===== src/rtl/ex_stage_md.sv =====
// Execute stage: operand forwarding, single-cycle ALU, iterative MULT/DIV engine
// with HI/LO registers, and the EX/MEM pipeline register.
module ex_stage_md #(
  parameter int DATA_W = 32,
  parameter int REG_W  = 5,
  parameter int SH_W   = $clog2(DATA_W)
) (
  input  logic              clk,
  input  logic              rst,
  input  logic              id_valid,
  input  logic              ex_flush,
  input  logic [4:0]        ex_op,
  input  logic [DATA_W-1:0] A,
  input  logic [DATA_W-1:0] B,
  input  logic [DATA_W-1:0] imm,
  input  logic              alu_src_b,
  input  logic [REG_W-1:0]  dst_reg,
  input  logic [1:0]        rs_fwd_sel,
  input  logic [1:0]        rt_fwd_sel,
  input  logic [DATA_W-1:0] mem_fwd_val,
  input  logic [DATA_W-1:0] wb_fwd_val,
  input  logic              wb_reg_write,
  input  logic              wb_mem_to_reg,
  input  logic              mem_read,
  input  logic              mem_write,
  output logic              ex_stall,
  output logic [REG_W-1:0]  ex_dst_reg,
  output logic              EX_MEM_valid,
  output logic              EX_MEM_wb_reg_write,
  output logic              EX_MEM_wb_mem_to_reg,
  output logic              EX_MEM_mem_read,
  output logic              EX_MEM_mem_write,
  output logic [DATA_W-1:0] EX_MEM_alu_result,
  output logic [DATA_W-1:0] EX_MEM_B_value,
  output logic [REG_W-1:0]  EX_MEM_dst_reg
);
  localparam int CNT_W = $clog2(DATA_W) + 1;

  localparam logic [4:0] OP_ADD = 5'd0, OP_SUB = 5'd1, OP_AND = 5'd2, OP_OR = 5'd3,
                         OP_XOR = 5'd4, OP_NOR = 5'd5, OP_SLT = 5'd6, OP_SLTU = 5'd7,
                         OP_SLL = 5'd8, OP_SRL = 5'd9, OP_SRA = 5'd10, OP_MFHI = 5'd11,
                         OP_MFLO = 5'd12, OP_MULT = 5'd13, OP_MULTU = 5'd14,
                         OP_DIV = 5'd15, OP_DIVU = 5'd16, OP_MTHI = 5'd17, OP_MTLO = 5'd18;

  typedef enum logic [1:0] {MD_IDLE, MD_BUSY, MD_DONE} md_state_e;

  function automatic logic [DATA_W-1:0] fwd_mux(input logic [1:0] sel,
      input logic [DATA_W-1:0] rf, input logic [DATA_W-1:0] mem, input logic [DATA_W-1:0] wb);
    case (sel)
      2'd0:    return rf;
      2'd1:    return mem;
      2'd2:    return wb;
      default: return '0;
    endcase
  endfunction

  md_state_e           state_q, state_d;
  logic [CNT_W-1:0]    count_q, count_d;
  logic [2*DATA_W-1:0] acc_q, acc_d;
  logic [DATA_W-1:0]   opnd_q, opnd_d;
  logic                div_q, div_d, negq_q, negq_d, negr_q, negr_d, dz_q, dz_d;
  logic [DATA_W-1:0]   hi_q, hi_d, lo_q, lo_d;

  logic              ex_mem_valid_q, ex_mem_valid_d, ex_mem_rw_q, ex_mem_rw_d;
  logic              ex_mem_m2r_q, ex_mem_m2r_d, ex_mem_mr_q, ex_mem_mr_d;
  logic              ex_mem_mw_q, ex_mem_mw_d;
  logic [DATA_W-1:0] ex_mem_res_q, ex_mem_res_d, ex_mem_b_q, ex_mem_b_d;
  logic [REG_W-1:0]  ex_mem_dst_q, ex_mem_dst_d;

  logic [DATA_W-1:0]   a, b_value, alu_b, alu_res;
  logic [SH_W-1:0]     sh;
  logic                is_md, is_mt, md_signed, md_div, sa, sb, retire;
  logic [DATA_W:0]     mul_sum, rem_sh;
  logic [DATA_W-1:0]   div_diff, quo_fix, rem_fix;
  logic [2*DATA_W-1:0] mul_next, div_next, prod_fix;

  assign a          = fwd_mux(rs_fwd_sel, A, mem_fwd_val, wb_fwd_val);
  assign b_value    = fwd_mux(rt_fwd_sel, B, mem_fwd_val, wb_fwd_val);
  assign alu_b      = alu_src_b ? imm : b_value;
  assign sh         = a[SH_W-1:0];
  assign ex_dst_reg = dst_reg;

  assign is_md     = (ex_op == OP_MULT) | (ex_op == OP_MULTU) | (ex_op == OP_DIV) | (ex_op == OP_DIVU);
  assign is_mt     = (ex_op == OP_MTHI) | (ex_op == OP_MTLO);
  assign md_signed = (ex_op == OP_MULT) | (ex_op == OP_DIV);
  assign md_div    = (ex_op == OP_DIV) | (ex_op == OP_DIVU);
  assign sa        = md_signed & a[DATA_W-1];
  assign sb        = md_signed & b_value[DATA_W-1];

  // Stall covers the accept cycle plus every BUSY cycle; never during reset.
  assign ex_stall = rst & ((state_q == MD_BUSY) |
                           ((state_q == MD_IDLE) & id_valid & is_md & ~ex_flush));
  assign retire   = id_valid & ~ex_flush & ~ex_stall;

  // Shift-add multiply step: acc = {partial product, remaining multiplier bits}.
  assign mul_sum  = {1'b0, acc_q[2*DATA_W-1:DATA_W]} + {1'b0, {DATA_W{acc_q[0]}} & opnd_q};
  assign mul_next = {mul_sum, acc_q[DATA_W-1:1]};

  // Restoring divide step: acc = {partial remainder, dividend bits / quotient bits}.
  assign rem_sh   = {acc_q[2*DATA_W-1:DATA_W], acc_q[DATA_W-1]};
  assign div_diff = rem_sh[DATA_W-1:0] - opnd_q;
  assign div_next = (rem_sh >= {1'b0, opnd_q}) ? {div_diff, acc_q[DATA_W-2:0], 1'b1}
                                               : {rem_sh[DATA_W-1:0], acc_q[DATA_W-2:0], 1'b0};

  assign prod_fix = negq_q ? -acc_q : acc_q;
  assign quo_fix  = negq_q ? -acc_q[DATA_W-1:0] : acc_q[DATA_W-1:0];
  assign rem_fix  = negr_q ? -acc_q[2*DATA_W-1:DATA_W] : acc_q[2*DATA_W-1:DATA_W];

  always_comb begin
    alu_res = '0;
    case (ex_op)
      OP_ADD:  alu_res = a + alu_b;
      OP_SUB:  alu_res = a - alu_b;
      OP_AND:  alu_res = a & alu_b;
      OP_OR:   alu_res = a | alu_b;
      OP_XOR:  alu_res = a ^ alu_b;
      OP_NOR:  alu_res = ~(a | alu_b);
      OP_SLT:  alu_res = DATA_W'($signed(a) < $signed(alu_b));
      OP_SLTU: alu_res = DATA_W'(a < alu_b);
      OP_SLL:  alu_res = b_value << sh;
      OP_SRL:  alu_res = b_value >> sh;
      OP_SRA:  alu_res = $signed(b_value) >>> sh;
      OP_MFHI: alu_res = hi_q;
      OP_MFLO: alu_res = lo_q;
      default: alu_res = '0;
    endcase
  end

  always_comb begin
    state_d = state_q;
    count_d = count_q;
    acc_d   = acc_q;
    opnd_d  = opnd_q;
    div_d   = div_q;
    negq_d  = negq_q;
    negr_d  = negr_q;
    dz_d    = dz_q;
    hi_d    = hi_q;
    lo_d    = lo_q;
    if (ex_flush) begin
      state_d = MD_IDLE;
    end else begin
      case (state_q)
        MD_IDLE: begin
          if (id_valid && is_md) begin
            state_d = MD_BUSY;
            count_d = CNT_W'(DATA_W);
            div_d   = md_div;
            negq_d  = sa ^ sb;
            negr_d  = md_div ? sa : (sa ^ sb);
            dz_d    = md_div & (b_value == '0);
            // Multiply keeps the multiplier in acc; divide keeps the dividend there.
            acc_d   = {{DATA_W{1'b0}}, md_div ? (sa ? -a : a) : (sb ? -b_value : b_value)};
            opnd_d  = md_div ? (sb ? -b_value : b_value) : (sa ? -a : a);
          end else if (id_valid && ex_op == OP_MTHI) begin
            hi_d = a;
          end else if (id_valid && ex_op == OP_MTLO) begin
            lo_d = a;
          end
        end
        MD_BUSY: begin
          acc_d   = div_q ? div_next : mul_next;
          count_d = count_q - CNT_W'(1);
          if (count_q == CNT_W'(1)) state_d = MD_DONE;
        end
        MD_DONE: begin
          if (div_q) begin
            lo_d = dz_q ? '1 : quo_fix;
            hi_d = rem_fix;
          end else begin
            hi_d = prod_fix[2*DATA_W-1:DATA_W];
            lo_d = prod_fix[DATA_W-1:0];
          end
          state_d = MD_IDLE;
        end
        default: state_d = MD_IDLE;
      endcase
    end
  end

  always_comb begin
    ex_mem_valid_d = retire;
    ex_mem_rw_d    = retire & wb_reg_write & ~is_md & ~is_mt;
    ex_mem_m2r_d   = retire & wb_mem_to_reg;
    ex_mem_mr_d    = retire & mem_read;
    ex_mem_mw_d    = retire & mem_write;
    ex_mem_res_d   = retire ? alu_res : '0;
    ex_mem_b_d     = retire ? b_value : '0;
    ex_mem_dst_d   = retire ? dst_reg : '0;
  end

  always_ff @(posedge clk or negedge rst) begin
    if (!rst) begin
      state_q        <= MD_IDLE;
      count_q        <= '0;
      div_q          <= 1'b0;
      negq_q         <= 1'b0;
      negr_q         <= 1'b0;
      dz_q           <= 1'b0;
      hi_q           <= '0;
      lo_q           <= '0;
      ex_mem_valid_q <= 1'b0;
      ex_mem_rw_q    <= 1'b0;
      ex_mem_m2r_q   <= 1'b0;
      ex_mem_mr_q    <= 1'b0;
      ex_mem_mw_q    <= 1'b0;
      ex_mem_res_q   <= '0;
      ex_mem_b_q     <= '0;
      ex_mem_dst_q   <= '0;
    end else begin
      state_q        <= state_d;
      count_q        <= count_d;
      div_q          <= div_d;
      negq_q         <= negq_d;
      negr_q         <= negr_d;
      dz_q           <= dz_d;
      hi_q           <= hi_d;
      lo_q           <= lo_d;
      ex_mem_valid_q <= ex_mem_valid_d;
      ex_mem_rw_q    <= ex_mem_rw_d;
      ex_mem_m2r_q   <= ex_mem_m2r_d;
      ex_mem_mr_q    <= ex_mem_mr_d;
      ex_mem_mw_q    <= ex_mem_mw_d;
      ex_mem_res_q   <= ex_mem_res_d;
      ex_mem_b_q     <= ex_mem_b_d;
      ex_mem_dst_q   <= ex_mem_dst_d;
    end
  end

  // Engine datapath is only meaningful between accept and DONE, so it needs no reset.
  always_ff @(posedge clk) begin
    acc_q  <= acc_d;
    opnd_q <= opnd_d;
  end

  assign EX_MEM_valid         = ex_mem_valid_q;
  assign EX_MEM_wb_reg_write  = ex_mem_rw_q;
  assign EX_MEM_wb_mem_to_reg = ex_mem_m2r_q;
  assign EX_MEM_mem_read      = ex_mem_mr_q;
  assign EX_MEM_mem_write     = ex_mem_mw_q;
  assign EX_MEM_alu_result    = ex_mem_res_q;
  assign EX_MEM_B_value       = ex_mem_b_q;
  assign EX_MEM_dst_reg       = ex_mem_dst_q;
endmodule


===== config.mk =====
export PLATFORM = sky130hd
export DESIGN_NAME = ex_stage_md
export DESIGN_NICKNAME = d
export VERILOG_FILES = /design/src/rtl/ex_stage_md.sv
export SDC_FILE = /design/constraint.sdc
export NUM_CORES = 1
export LEC_CHECK = 0
export BUFFER_PORTS_ARGS = -buffer_cell sky130_fd_sc_hd__clkbuf_2
export CAP_MARGIN = 20
export CORE_MARGIN = 5
export CORE_UTILIZATION = 35
export CTS_CLUSTER_SIZE = 24
export DETAILED_ROUTE_END_ITERATION = 10
export PLACE_DENSITY_LB_ADDON = 0.08
export SYNTH_ARGS = -nofsm -noshare
export SYNTH_HDL_FRONTEND = slang
export SYNTH_SLANG_ARGS = --single-unit
export TNS_END_PERCENT = 100

===== constraint.sdc =====
create_clock -name clk -period 9.43 [get_ports clk]
set_input_delay 0.943 -clock clk [delete_from_list [all_inputs] [get_ports clk]]
set_output_delay 0.943 -clock clk [all_outputs]
set_load 0.03 [all_outputs]

==> results of run 1 <==
[layer usage]
metal	share of wire	up-vias	wire length [um]	GRT usage
met2	0.42	1621	61960	0.4856
met3	0.10	254	14940	0.09023
met4	0.047	2	6930	0.1280
met1	0.43	14410	62130	0.4434
li1	-	13520	-	-
met5	0.000089	-	13	0
[layout make-up]
cell class | count | area share
multi-input cells | 2946 | 0.6266
clock inverters | 18 | 0.006969
clock buffers | 46 | 0.03231
inverters | 161 | 0.01913
repair buffers | 353 | 0.06324
flip-flops and latches | 246 | 0.2101
well taps | 1050 | 0.04158
[path summary, 6_finish.rpt]
path	depth (start not counted)	slack, ps	end	from
hold / removal	1	250	EX_MEM_alu_result[19]$_DFF_PN0_	rst
setup reg to reg	14	4920	acc_q[63]$_SDFFCE_PN0P_	acc_q[0]$_DFFE_PP_
max in group asynchronous	3	7520	EX_MEM_valid$_DFF_PN0_	rst
min in group clk	1	490	lo_q[18]$_DFFE_PN0P_	lo_q[18]$_DFFE_PN0P_
hold reg to reg	1	490	lo_q[18]$_DFFE_PN0P_	lo_q[18]$_DFFE_PN0P_
setup / recovery	21	3120	EX_MEM_alu_result[28]$_DFF_PN0_	rs_fwd_sel[1]
[power breakdown]
part | switching, W | internal (W) | leakage [nW] | total [W]
registers | 0.000102 | 0.00121 | 2.88 | 0.00131
logic | 0.00117 | 0.000550 | 10.2 | 0.00172
clock network | 0.000604 | 0.000858 | 0.614 | 0.00146
[cell families (layout without fill, tap and decap cells)]
| family | count (synthesis) | count (layout) | share of synthesized area |
|---|---|---|---|
| AO/OA/AOI/OAI | 1214 | 1214 | 0.2816 |
| XOR/XNOR | 188 | 188 | 0.05897 |
| adder cells (fa/ha/maj) | 184 | 184 | 0.08352 |
| buffers and inverters | 415 | 578 | 0.05865 |
| flip-flops | 246 | 246 | 0.2377 |
| multiplexers | 261 | 261 | 0.09607 |
| AND/OR/NAND/NOR | 1099 | 1099 | 0.1835 |
[per-stage QoR]
step,utilization,area [sq um],total power [W],worst slack [ps]
floorplan,-,27920,0.002330,4472
global placement,0.3842,30350,0.002994,3013
detailed placement,0.3843,30360,0.002981,2758
CTS,0.4000,31600,0.004460,3311
global route,0.4000,31600,0.004657,3009
finish,0.4000,31600,0.004485,3123
[placed cells by master, fill, tap and decap left out, drive strengths merged, types with 49 or more instances in the layout]
| cell type | netlist | routed |
|---|---|---|
| nor2 | 367 | 367 |
| nand2 | 328 | 328 |
| clkbuf | 188 | 307 |
| o21ai | 303 | 303 |
| a21oi | 298 | 298 |
| mux2i | 214 | 214 |
| ha | 180 | 180 |
| inv | 160 | 163 |
| dfrtp | 150 | 150 |
| xnor2 | 133 | 133 |
| edfxtp | 96 | 96 |
| buf | 66 | 92 |
| a211oi | 80 | 80 |
| nand3 | 78 | 78 |
| nor3 | 75 | 75 |
| xor2 | 55 | 55 |
| a21o | 54 | 54 |
| o211ai | 49 | 49 |
==> impl_summary.log, run 1 <==
[metrics] run status: complete, no violations
[metrics] most numerous cell in the Yosys netlist: nor2_1
[metrics] half-perimeter wire length after placement: 115000 um
[metrics] share of the yosys chip area belonging to registers: 0.2377
[metrics] area of the core region: 79000 sq um
[metrics] shortest period the worst path allows: 6307 ps
[metrics] post-synth top area cell: dfrtp_1
[metrics] post-layout net count: 4111
[metrics] path type of the worst setup path: in2reg
[metrics] number of enable-type register cells in the synthesized netlist: 96
[metrics] worst path buffer plus inverter count: 7
[metrics] unrepaired setup endpoints after global routing: no
[metrics] Largest register FFs: 64
[metrics] final-layout fill cell count: between 8000 and 9000
[metrics] share of cells above drive strength 1: 0.1393
[metrics] first-iteration detailed-routing DRC count: between 3000 and 4000
[metrics] number of flip-flops and latches in the synthesized netlist: 246
[metrics] worst skew pair latency: 590 ps
[metrics] proportion of netlist area held by the largest area contributor: 0.1344
[metrics] register ranked first by flip-flop count: acc_q
[metrics] horizontal die dimension: just under 300 um
[metrics] syn_nets: just under 4000
[metrics] number of iterations in the first detailed-routing pass: 6
[metrics] cells resized by post-CTS repair: 0
[metrics] number of cells after detailed placement: between 4000 and 5000
[metrics] kind of end point of the critical path: register
[metrics] number of global-route vias before repair: about 28000
[metrics] share of synthesized flip-flops with an asynchronous set or reset: 0.6098
[metrics] initial antenna violation count: 4
[metrics] crit path launch type: primary input
[metrics] die extent in y: approximately 290 um
[metrics] CTS Hold Buffers Added: 0
[metrics] list of cells traversed by the critical path: clkbuf_2, buf_4, nor2b_4, buf_4, o2bb2ai_4, buf_4, inv_2, buf_4, ha_1, inv_1, fa_1, nor2b_1, o211a_1, o211a_1, o211ai_1, o2111ai_1, a211oi_1, o21ba_2, xnor2_1, a221oi_1, o22ai_1
[metrics] cell with the most instances on the worst path: buf_4
[metrics] number of core rows: a little over 100
[metrics] most frequent cells after synthesis: nor2_1 (367), nand2_1 (326), a21oi_1 (297)
[metrics] clock skew after layout: between 30 and 40 ps
[metrics] post-route clock period utilization: 0.6688
[metrics] CTS tree: done
[metrics] summed negative setup slack over all endpoints: 0 ps
[metrics] antenna cell count: 0
[metrics] dominant cells by area after synthesis: dfrtp_1 (13%), edfxtp_1 (10%), ha_1 (8.1%)
[metrics] maximum level of the CTS H-tree: 2
[metrics] sequential cell area: approximately 6600 sq um
[metrics] final count of pins violating max slew: 0
[metrics] wire length per cell after detailed routing: 30.28 um
[metrics] Max Freq: about 160 MHz
[metrics] overall routed net length: about 150000 um
[metrics] remaining routing DRC violations: 0
[metrics] final setup vio count: 0
[metrics] largest net degree at the start of global routing: 65
[metrics] Worst Path Arrival: 6730 ps
[metrics] Hold WS: roughly 250 ps
[metrics] routability congestion estimate: approximately 1.0
[metrics] routed vias/inst: approximately 6.2
[metrics] starting density of the core: 0.3535
[metrics] CP peak stage delay: 500 ps
[metrics] cell at the slowest stage of the critical path: inv_2
[metrics] total of max-cap violations: 0
[metrics] multi-input logic area: 19800 sq um
[metrics] cell type group with the largest total delay on the critical path: compound AO/OA/AOI/OAI gates
[metrics] Critical Path Fanout Max: 51
[metrics] dominant synthesized flop cell: dfrtp_1
[metrics] CTS Buffer Depth: 3
[metrics] residual overflow from global routing: 0
[metrics] Gate Count Post-Synth: between 3000 and 4000
[metrics] HP Class: in2async
[metrics] clock buffers created by TritonCTS: 36
[metrics] P per Cell Area: 142.0 nW/um^2
[metrics] global-route wire length before repair: approximately 210000 um
[metrics] warnings from Yosys: 0
[metrics] Total Routing Usage GR: 0.3242
[metrics] transition time at the pin with the least slew margin: ~1200 ps
[metrics] endpoints failing hold: 0
[metrics] Setup Fix Bufs, Post-CTS: 0
[metrics] total via count in the routed design: between 20000 and 30000
[metrics] clock transition at the registers of the reported paths: around 60 ps
[metrics] count of placed standard cells in the final layout, fillers left out: around 4800
[metrics] Die Footprint: about 86000 sq um
[metrics] input/output buffers: between 200 and 300
[metrics] maximum resistive drop on vdd: between 100 and 150 uV
[metrics] per-instance average area after synthesis: 7.742 sq um
[metrics] Max-slew headroom: 0.2022
[metrics] count of cell types in the netlist: 97
[metrics] mapped cell area: roughly 28000 sq um
[metrics] Sink Count: 246
[metrics] area added between synthesis and finish: 13.16%
[metrics] critical path data required time: around 9900 ps
[metrics] LEAKAGE: between 10 and 15 nW
[metrics] number of primary I/O pins: approximately 260
[metrics] cell at the root of the clock tree: clkbuf_16
[metrics] number of routed nets with antenna violations: 0
No activity file was read; power rests on OpenSTA's default activity.
==> inputs of run 2 (changes only) <==
- clock period: 9.43 -> 6.5 ns (I/O delays scaled with it)
==> run 2 against run 1 <==
Sequential power rose by 44%; clock skew down 13 ps; critical path depth fell by 3; worst hold slack better by 18 ps; setup slack got worse by 2000 ps; power grew 43%; sequential share of layout area fell by 0.073 points; clock power grew 37%; non-clock buffer count grew 24.
==> impl_summary.log, run 2 (synthesis gave the netlist of run 1 again) <==
[metrics] Critical Path Fanout Max: 22
[metrics] half-perimeter wire length after placement: 119100 um
[metrics] count of placed standard cells in the final layout, fillers left out: between 4000 and 5000
[metrics] clock transition at the registers of the reported paths: 60 ps
[metrics] first-iteration detailed-routing DRC count: ~3700
[metrics] total via count in the routed design: approximately 30000
[metrics] remaining routing DRC violations: 0
[metrics] area of the core region: about 79000 sq um
[metrics] CTS Hold Buffers Added: 1
[metrics] Max-slew headroom: 0.2042
[metrics] relative contribution of sequential cells to total power: 0.293
[metrics] maximum level of the CTS H-tree: 2
[metrics] net switching fraction of the power: 0.4302
[metrics] internal power summed over all cells: around 0.0037 W
[metrics] number of global-route vias before repair: approximately 29000
[metrics] clock skew after layout: ~22 ps
[metrics] number of core rows: 103
[metrics] top library cells by usage in the layout, fill and taps aside: nor2_1 (364), nand2_1 (325), a21oi_1 (293)
[metrics] P per Cell Area: about 200 nW/um^2
[metrics] Total Routing Usage GR: 0.3327
[metrics] wire length per cell after detailed routing: 30.92 um
[metrics] share of power burned in the clock network: 0.312
[metrics] input/output buffers: approximately 260
[metrics] transition time at the pin with the least slew margin: 1189 ps
[metrics] list of cells traversed by the critical path: clkbuf_2, nor2b_4, buf_4, o2bb2ai_1, buf_4, mux2_2, inv_1, ha_1, inv_1, a2111oi_0, nand2_1, o211ai_1, o2111ai_1, a211oi_1, o21ba_2, xnor2_1, a221oi_1, o22ai_1
[metrics] run status: complete, no violations
[metrics] initial antenna violation count: 7
[metrics] number of primary I/O pins: around 260
[metrics] CTS tree: done
[metrics] post-layout net count: approximately 4100
[metrics] total power after layout: 0.006430 W
[metrics] worst skew pair latency: ~600 ps
[metrics] routability congestion estimate: 1.025
[metrics] number of routed nets with antenna violations: 0
[metrics] CTS Buffer Depth: 3
[metrics] Max Freq: around 190 MHz
[metrics] final setup vio count: 0
[metrics] number of iterations in the first detailed-routing pass: 7
[metrics] Die Footprint: 85530 sq um
[metrics] total of max-cap violations: 0
[metrics] cell at the root of the clock tree: clkbuf_16
[metrics] horizontal die dimension: just under 300 um
[metrics] Worst Path Arrival: just under 6000 ps
[metrics] crit path launch type: primary input
[metrics] Sink Count: 246
[metrics] most frequent standard cell in the layout excluding fill and tap cells: nor2_1
[metrics] share of cells above drive strength 1: 0.1425
[metrics] critical path data required time: a little under 7000 ps
[metrics] combinational share of power: 0.396
[metrics] Largest register FFs: 64
[metrics] clock buffers created by TritonCTS: 36
[metrics] residual overflow from global routing: 0
[metrics] largest net degree at the start of global routing: 65
[metrics] switching power summed over all nets: between 0.002 and 0.003 W
[metrics] area added between synthesis and finish: 13.55%
[metrics] LEAKAGE: approximately 14 nW
[metrics] global-route wire length before repair: 210900 um
[metrics] cells resized by post-CTS repair: 0
[metrics] shortest period the worst path allows: around 5400 ps
[metrics] summed negative setup slack over all endpoints: 0 ps
[metrics] final count of pins violating max slew: 0
[metrics] CP peak stage delay: 680 ps
[metrics] post-route clock period utilization: 0.8313
[metrics] routed vias/inst: roughly 6.2
[metrics] die extent in y: 292.5 um
[metrics] overall routed net length: 149900 um
[metrics] HP Class: in2reg
[metrics] Setup Fix Bufs, Post-CTS: 0
[metrics] unrepaired setup endpoints after global routing: no
[metrics] endpoints failing hold: 0
[metrics] cell at the slowest stage of the critical path: a2111oi_0
[metrics] starting density of the core: 0.3535
[metrics] path type of the worst setup path: in2reg
[metrics] number of cells after detailed placement: between 4000 and 5000
[metrics] register ranked first by flip-flop count: acc_q
[metrics] maximum resistive drop on vdd: approximately 200 uV
[metrics] kind of end point of the critical path: register
==> run 2: changes by cell type in the layout (fill, tap and decap cells not counted), sizes merged <==
cell and change:
diode +3, clkinvlp +1, bufinv -2, inv -3
dlygate4sd3 +1, clkbuf +1, buf +23, clkinv +5
==> run 2: worst max-delay path, delay by kind of cell <==
family                   cells  cell delay (ps)
XOR/XNOR                     1               80
AO/OA/AOI/OAI                8             2490
multiplexers                 1              260
adder cells (fa/ha/maj)      1              480
AND/OR/NAND/NOR              2              770
buffers and inverters        5             1110
==> run 2: final timing paths <==
kind                                      startpoint                         endpoint  slack (ps)  depth (start not counted)
worst max-delay path                   rt_fwd_sel[1]  EX_MEM_alu_result[28]$_DFF_PN0_        1100                         18
worst min-delay path                       mem_write       EX_MEM_mem_write$_DFF_PN0_         270                          2
worst max register to register    acc_q[0]$_DFFE_PP_          acc_q[63]$_SDFFCE_PN0P_        1870                         14
worst min register to register  lo_q[18]$_DFFE_PN0P_             lo_q[18]$_DFFE_PN0P_         500                          1
max in group asynchronous                        rst           count_q[0]$_DFFE_PN0P_        4220                          4
min in group asynchronous                        rst  EX_MEM_alu_result[19]$_DFF_PN0_         530                          2
==> run 2: power by group through the flow <==
stage	registers [W]	clock network (W)	logic, W
6_report	0.00188	0.00200	0.00254
5_1_grt	0.00189	0.00209	0.00268
4_1_cts	0.00188	0.00204	0.00246
3_5_place_dp	0.00191	0	0.00245
3_3_place_gp	0.00191	0	0.00247
2_1_floorplan	0.00187	0	0.00151
==> run 2: per-layer routing <==
metal	routed length, um	up-vias	track usage
met3	13830	293	0.08136
li1	-	13580	-
met2	63540	1675	0.5008
met5	25	-	0
met1	64940	14610	0.4576
met4	7580	4	0.1370
==> run 2: final cells by class <==
type / instances / area (sq um)
Antenna cell: 3 / 7.507
Clock buffer: 47 / 962.2
Clock inverter: 19 / 200.2
Fill cell: 8311 / 47290
Inverter: 161 / 604.3
Multi-Input combinational cell: 2946 / 19800
Sequential cell: 246 / 6640
Tap cell: 1050 / 1314
Timing Repair Buffer: 377 / 2183
==> run 2: through the flow <==
step | instance area (sq um) | hold slack (ps) | setup slack (ps) | utilization
2_1_floorplan | 27920 | 354.4 | 1835 | -
3_3_place_gp | 30530 | 478.8 | 751.8 | 0.3864
3_5_place_dp | 30530 | 470.7 | 569.3 | 0.3864
4_1_cts | 31700 | 236.2 | 1177 | 0.4013
5_1_grt | 31700 | 254.3 | 746.9 | 0.4013
6_report | 31710 | 268.1 | 1097 | 0.4014
